[config.mk]
export PLATFORM = sky130hd
export DESIGN_NAME = pb_fb_dram_arb
export DESIGN_NICKNAME = d
export VERILOG_FILES = /design/src/rtl/pb_fb_dram_arb_pkg.sv /design/src/rtl/pb_fb_dram_arb.sv
export SDC_FILE = /design/constraint.sdc
export NUM_CORES = 1
export LEC_CHECK = 0
export ABC_AREA = 1
export CAP_MARGIN = 20
export CELL_PAD_IN_SITES_DETAIL_PLACEMENT = 1
export CELL_PAD_IN_SITES_GLOBAL_PLACEMENT = 2
export CORE_ASPECT_RATIO = 0.5
export CORE_MARGIN = 2
export CORE_UTILIZATION = 17
export DETAILED_ROUTE_END_ITERATION = 8
export GPL_TIMING_DRIVEN = 0
export PLACE_DENSITY_LB_ADDON = 0.1
export SKIP_CTS_REPAIR_TIMING = 1
export SYNTH_ARGS = -nofsm -noshare
export SYNTH_HDL_FRONTEND = slang
export SYNTH_SLANG_ARGS = --single-unit
[constraint.sdc]
create_clock -name clk -period 2.7 [get_ports clk]
set_input_delay 0.405 -clock clk [delete_from_list [all_inputs] [get_ports clk]]
set_output_delay 0.405 -clock clk [all_outputs]
set_load 0.02 [all_outputs]
[src/rtl/pb_fb_dram_arb_pkg.sv]
`default_nettype none
// ============================================================================
// Module   : pb_fb_dram_arb_pkg
// Purpose  : Shared encodings for the framebuffer/CPU SDRAM burst arbiter.
// Revision : 1.0 - initial release
// ============================================================================
package pb_fb_dram_arb_pkg;

   localparam int c_DEF_AW = 23;
   localparam int c_DEF_DW = 16;

   typedef enum logic [1:0] {
      S_IDLE = 2'd0,
      S_REQ  = 2'd1,
      S_BUSY = 2'd2
   } arb_state_t;

   typedef enum logic {
      GNT_M0 = 1'b0,
      GNT_M1 = 1'b1
   } grant_t;

endpackage
`default_nettype wire

[src/rtl/pb_fb_dram_arb.sv]
`default_nettype none
// ============================================================================
// Module   : pb_fb_dram_arb
// Purpose  : Two-master SDRAM burst arbiter, video (M0) over CPU/L2 (M1).
//            Define PB_FB_ARB_STARVE_GUARD_EN to bound consecutive M0 grants
//            while M1 waits.
// Revision : 1.0 - initial release
// ============================================================================
module pb_fb_dram_arb
   import pb_fb_dram_arb_pkg::*;
#(
   parameter int AW         = c_DEF_AW,
   parameter int DW         = c_DEF_DW,
   parameter int STARVE_MAX = 4
) (
   input  logic          clk,
   input  logic          rst_n,
   input  logic          m0_rd_req,
   output logic          m0_ack,
   input  logic [AW-1:0] m0_addr,
   output logic          m0_r_vld,
   input  logic          m1_rd_req,
   input  logic          m1_we_req,
   output logic          m1_ack,
   input  logic [AW-1:0] m1_addr,
   input  logic [DW-1:0] m1_din,
   output logic          m1_r_vld,
   output logic          m1_w_rdy,
   output logic [DW-1:0] m_dout,
   output logic          sdr_cmd_bst_rd_req,
   output logic          sdr_cmd_bst_we_req,
   input  logic          sdr_cmd_bst_rd_ack,
   input  logic          sdr_cmd_bst_we_ack,
   output logic [AW-1:0] sdr_cmd_addr,
   output logic [DW-1:0] sdr_din,
   input  logic [DW-1:0] sdr_dout,
   input  logic          sdr_r_vld,
   input  logic          sdr_w_rdy
);

   if (STARVE_MAX < 1) begin : g_starve_max_chk
      $error("STARVE_MAX must be at least 1");
   end

   arb_state_t    r_state,  w_state_nxt;
   grant_t        r_grant,  w_grant_nxt;
   logic          r_rd_req, w_rd_req_nxt;
   logic          r_we_req, w_we_req_nxt;
   logic [AW-1:0] r_addr,   w_addr_nxt;
   logic          r_m0_ack, w_m0_ack_nxt;
   logic          r_m1_ack, w_m1_ack_nxt;
   logic          w_m1_wants;
   logic          w_sdr_ack;
   logic          w_starve_hit;

   assign w_m1_wants = m1_rd_req | m1_we_req;
   assign w_sdr_ack  = sdr_cmd_bst_rd_ack | sdr_cmd_bst_we_ack;

`ifdef PB_FB_ARB_STARVE_GUARD_EN
   localparam int c_CNT_W = $clog2(STARVE_MAX + 1);
   logic [c_CNT_W-1:0] r_starve_cnt, w_starve_cnt_nxt;
   assign w_starve_hit = w_m1_wants && (r_starve_cnt >= c_CNT_W'(STARVE_MAX));
`else
   assign w_starve_hit = 1'b0;
`endif

   always_comb begin
      w_state_nxt  = r_state;
      w_grant_nxt  = r_grant;
      w_rd_req_nxt = r_rd_req;
      w_we_req_nxt = r_we_req;
      w_addr_nxt   = r_addr;
      w_m0_ack_nxt = 1'b0;
      w_m1_ack_nxt = 1'b0;
`ifdef PB_FB_ARB_STARVE_GUARD_EN
      w_starve_cnt_nxt = r_starve_cnt;
`endif
      unique case (r_state)
         S_IDLE: begin
            // A starved M1 pre-empts M0; within M1 a read beats a write.
            if (w_starve_hit || (!m0_rd_req && w_m1_wants)) begin
               w_grant_nxt  = GNT_M1;
               w_rd_req_nxt = m1_rd_req;
               w_we_req_nxt = ~m1_rd_req;
               w_addr_nxt   = m1_addr;
               w_state_nxt  = S_REQ;
`ifdef PB_FB_ARB_STARVE_GUARD_EN
               w_starve_cnt_nxt = '0;
`endif
            end else if (m0_rd_req) begin
               w_grant_nxt  = GNT_M0;
               w_rd_req_nxt = 1'b1;
               w_we_req_nxt = 1'b0;
               w_addr_nxt   = m0_addr;
               w_state_nxt  = S_REQ;
`ifdef PB_FB_ARB_STARVE_GUARD_EN
               w_starve_cnt_nxt = w_m1_wants ? r_starve_cnt + 1'b1 : '0;
`endif
            end else begin
`ifdef PB_FB_ARB_STARVE_GUARD_EN
               w_starve_cnt_nxt = '0;
`endif
            end
         end
         S_REQ: begin
            if (w_sdr_ack) begin
               w_rd_req_nxt = 1'b0;
               w_we_req_nxt = 1'b0;
               w_m0_ack_nxt = (r_grant == GNT_M0);
               w_m1_ack_nxt = (r_grant == GNT_M1);
               w_state_nxt  = S_BUSY;
            end
         end
         S_BUSY: begin
            if (!w_sdr_ack) begin
               w_state_nxt = S_IDLE;
            end
         end
         default: begin
            w_state_nxt = S_IDLE;
         end
      endcase
   end

   always_ff @(posedge clk or negedge rst_n) begin
      if (!rst_n) begin
         r_state  <= S_IDLE;
         r_grant  <= GNT_M0;
         r_rd_req <= 1'b0;
         r_we_req <= 1'b0;
         r_addr   <= '0;
         r_m0_ack <= 1'b0;
         r_m1_ack <= 1'b0;
      end else begin
         r_state  <= w_state_nxt;
         r_grant  <= w_grant_nxt;
         r_rd_req <= w_rd_req_nxt;
         r_we_req <= w_we_req_nxt;
         r_addr   <= w_addr_nxt;
         r_m0_ack <= w_m0_ack_nxt;
         r_m1_ack <= w_m1_ack_nxt;
      end
   end

`ifdef PB_FB_ARB_STARVE_GUARD_EN
   always_ff @(posedge clk or negedge rst_n) begin
      if (!rst_n) begin
         r_starve_cnt <= '0;
      end else begin
         r_starve_cnt <= w_starve_cnt_nxt;
      end
   end
`endif

   // Data handshakes are steered to the owner only while its burst is live.
   assign m0_r_vld = sdr_r_vld & (r_state == S_BUSY) & (r_grant == GNT_M0);
   assign m1_r_vld = sdr_r_vld & (r_state == S_BUSY) & (r_grant == GNT_M1);
   assign m1_w_rdy = sdr_w_rdy & (r_state == S_BUSY) & (r_grant == GNT_M1);

   assign m0_ack             = r_m0_ack;
   assign m1_ack             = r_m1_ack;
   assign sdr_cmd_bst_rd_req = r_rd_req;
   assign sdr_cmd_bst_we_req = r_we_req;
   assign sdr_cmd_addr       = r_addr;
   assign m_dout             = sdr_dout;
   assign sdr_din            = m1_din;

endmodule
`default_nettype wire

==> summary.txt <==
Drt
  • 1st-pass router iterations: 4
  • Vias: about 2100
  • DR iter-0 viols: between 40 and 50
  • ANT nets after route: 0
  • # DRC: 0
  • DR vias/cell: around 3.9
  • Wire length per cell: roughly 13 um
  • Wirelength, routed: slightly below 7 mm

Run
  • Max cap viols: 0

GRT
  • Global Route Usage Sum: 0.116
  • Vias in the first global route: 2266
  • Initial antenna violation count: 0
  • First-pass GRT wire length: 11.0 mm
  • Largest net degree at the start of global routing: 31
  • Gr ovfl total: 0

Critical path
  • Crit path DAT: between 1.5 and 2 ns
  • CP Launch Type: primary input
  • R2r endpoint: sdr_cmd_addr[11]
  • R2R depth: 6
  • Worst setup path end: m1_r_vld
  • Capturing element type of the critical path: output pin
  • Largest fanout on the critical path: 2
  • FF-to-FF setup slack: about 1.4 ns
  • Crit path from: sdr_r_vld
  • Setup CP Type: primary input to output pin
  • Worst Path Required: roughly 2.3 ns
  • Worst R2R Start: r_state[0]

Floorplan
  • Core Rows: 27
  • Die W: between 150 and 200 um
  • Initial Util: 0.174
  • Core Area: 10900 sq um
  • Ports: around 150
  • Die height: just under 80 um
  • DIE AREA: 12100 sq um

Finish
  • Fillers: approximately 1300
  • Layout cells sized above 1: 0.135
  • Nets: about 480
  • Register area: around 750 sq um
  • Most common cell after layout, fill and taps aside: clkdlybuf4s50_1
  • Util after Layout: 0.310
  • Multi-input gate area: about 630 sq um
  • Area Overhead vs Synth: 77.9%
  • Ant diodes: 0
  • Most frequent cells in the layout: clkdlybuf4s50_1 (115), nand2_1 (79), inv_1 (53), nand3_1 (48), buf_4 (37)
  • Final Cell Area: 3390 sq um

Synth
  • Syn_nets: ~360
  • Leading area contributor after synthesis: dfrtp_1
  • Synth cell types: 17
  • Top cells by area, synth: dfrtp_1 (39%), nand2_1 (16%), buf_4 (15%), nand3_1 (13%), inv_1 (10%)
  • Synth warnings: 0
  • Area share of the largest cell type after synthesis: 0.394
  • FF+latch count, synth: 30
  • Cell Area, Synth: 1910 sq um
  • Syn avg cell area: 7.08 sq um
  • Register area share after synthesis: 0.394
  • Synthesized instance count: roughly 270

Pwr
  • Cell Pwr Density: roughly 840 nW/um^2
  • Pwr Total: 0.00285 W
  • Max VDD drop: ~0.24 mV
  • Leak Pwr: between 1.5 and 2 nW

Timing
  • Slew Limit Fails: 0
  • Min Clock Period, post-route: approximately 2.1 ns
  • Setup Viol. Count Final: 0
  • TNS Setup: 0 ns
  • Final Hold Fails: 0
  • RSZ-0062 raised after global routing: no
  • Slew HR: 0.489
  • Crit share post-route: 0.788
  • Skew final: 0.000942 ns
  • Fmax: 0.470 GHz
  • Slew @ Worst Pin: about 0.77 ns

Clock network
  • CTS Buf Count: 5
  • Longest Clk Path Bufs: 2
  • H-tree Lvls: 2
  • Worst skew pair latency: approximately 0.27 ns
  • Clock Sinks: 30
  • Worst-path clk slew: approximately 0.050 ns
  • CTS tree: yes
  • CTS Root Cell: clkbuf_16

Placement
  • RD Place Congestion: 0.705
  • I/O Buffers: around 120
  • Post-DP HPWL: 5.32 mm
  • Area after DPL: between 3000 and 4000 sq um

Min path
  • HP Class: primary input to async pin

Outcome
  • Status: completed
## per-layer routing
metal  GRT usage  wire (um)
met5           0          0
met4      0.0303         66
met3      0.0442        624
met2       0.203       3270
met1       0.135       2930
## how the worst min path moves through the flow
stage	to	depth (start not counted)	slack, ns	startpoint
2_1_floorplan	m0_ack	0	0.11	rst_n
3_3_place_gp	sdr_cmd_addr[11]	2	0.46	sdr_cmd_addr[11]
3_5_place_dp	sdr_cmd_addr[22]	2	0.47	sdr_cmd_addr[22]
4_1_cts	sdr_cmd_addr[13]	1	0.23	rst_n
5_1_grt	sdr_cmd_addr[17]	1	0.26	rst_n
6_report	sdr_cmd_addr[13]	1	0.19	rst_n
## power by group
part           switching (W)  internal (W)  total [W]
sequential          0.000124      0.000671   0.000796
clock               0.000196      0.000365   0.000561
combinational       0.000800      0.000689    0.00149
total                0.00112       0.00173    0.00285
## cell usage after synthesis
cell,count
nand2_1,79
inv_1,53
nand3_1,48
buf_4,37
dfrtp_1,30
nor2_1,5
o21ai_0,4
buf_1,2
clkbuf_8,2
nor3_1,2
a21oi_4,1
buf_2,1
inv_2,1
nand2_4,1
nand4_1,1
nor2_2,1
o21ai_2,1
## critical path, cell delays in order
cell	delay [ns]
clkdlybuf4s50_1	0.46
inv_1	0.05
nor3_1	0.17
clkdlybuf4s50_1	0.64
## flip-flops by register name, indices dropped and copies added, names as in the netlist
signal,cells
m0_ack,1
m1_ack,1
r_grant,1
r_state,2
sdr_cmd_addr,23
sdr_cmd_bst_rd_req,1
sdr_cmd_bst_we_req,1
## logic make-up after synthesis
| family | synth area share |
|---|---|
| simple gates | 0.309 |
| buf+inv | 0.273 |
| flops | 0.394 |
| compound gates | 0.0236 |
## through the flow
| stage | worst slack, ns | instances | hold WS, ns |
|---|---|---|---|
| finish | 0.572 | 538 | 0.192 |
| global route | 0.452 | 538 | 0.264 |
| CTS | 0.583 | 538 | 0.228 |
| detailed placement | 0.591 | 530 | 0.469 |
| global placement | 0.487 | 530 | 0.464 |
| floorplan | 1.34 | 269 | 0.109 |
## layout make-up
cell class / instances / share of cell area
Clock buffer: 7 / 0.0421
Clock inverter: 1 / 0.00148
Multi-Input combinational cell: 143 / 0.187
Tap cell: 145 / 0.0535
Sequential cell: 30 / 0.221
Buffer: 42 / 0.0937
Inverter: 54 / 0.0598
Timing Repair Buffer: 116 / 0.341
Note: power is estimated with default switching activity, not from simulation.
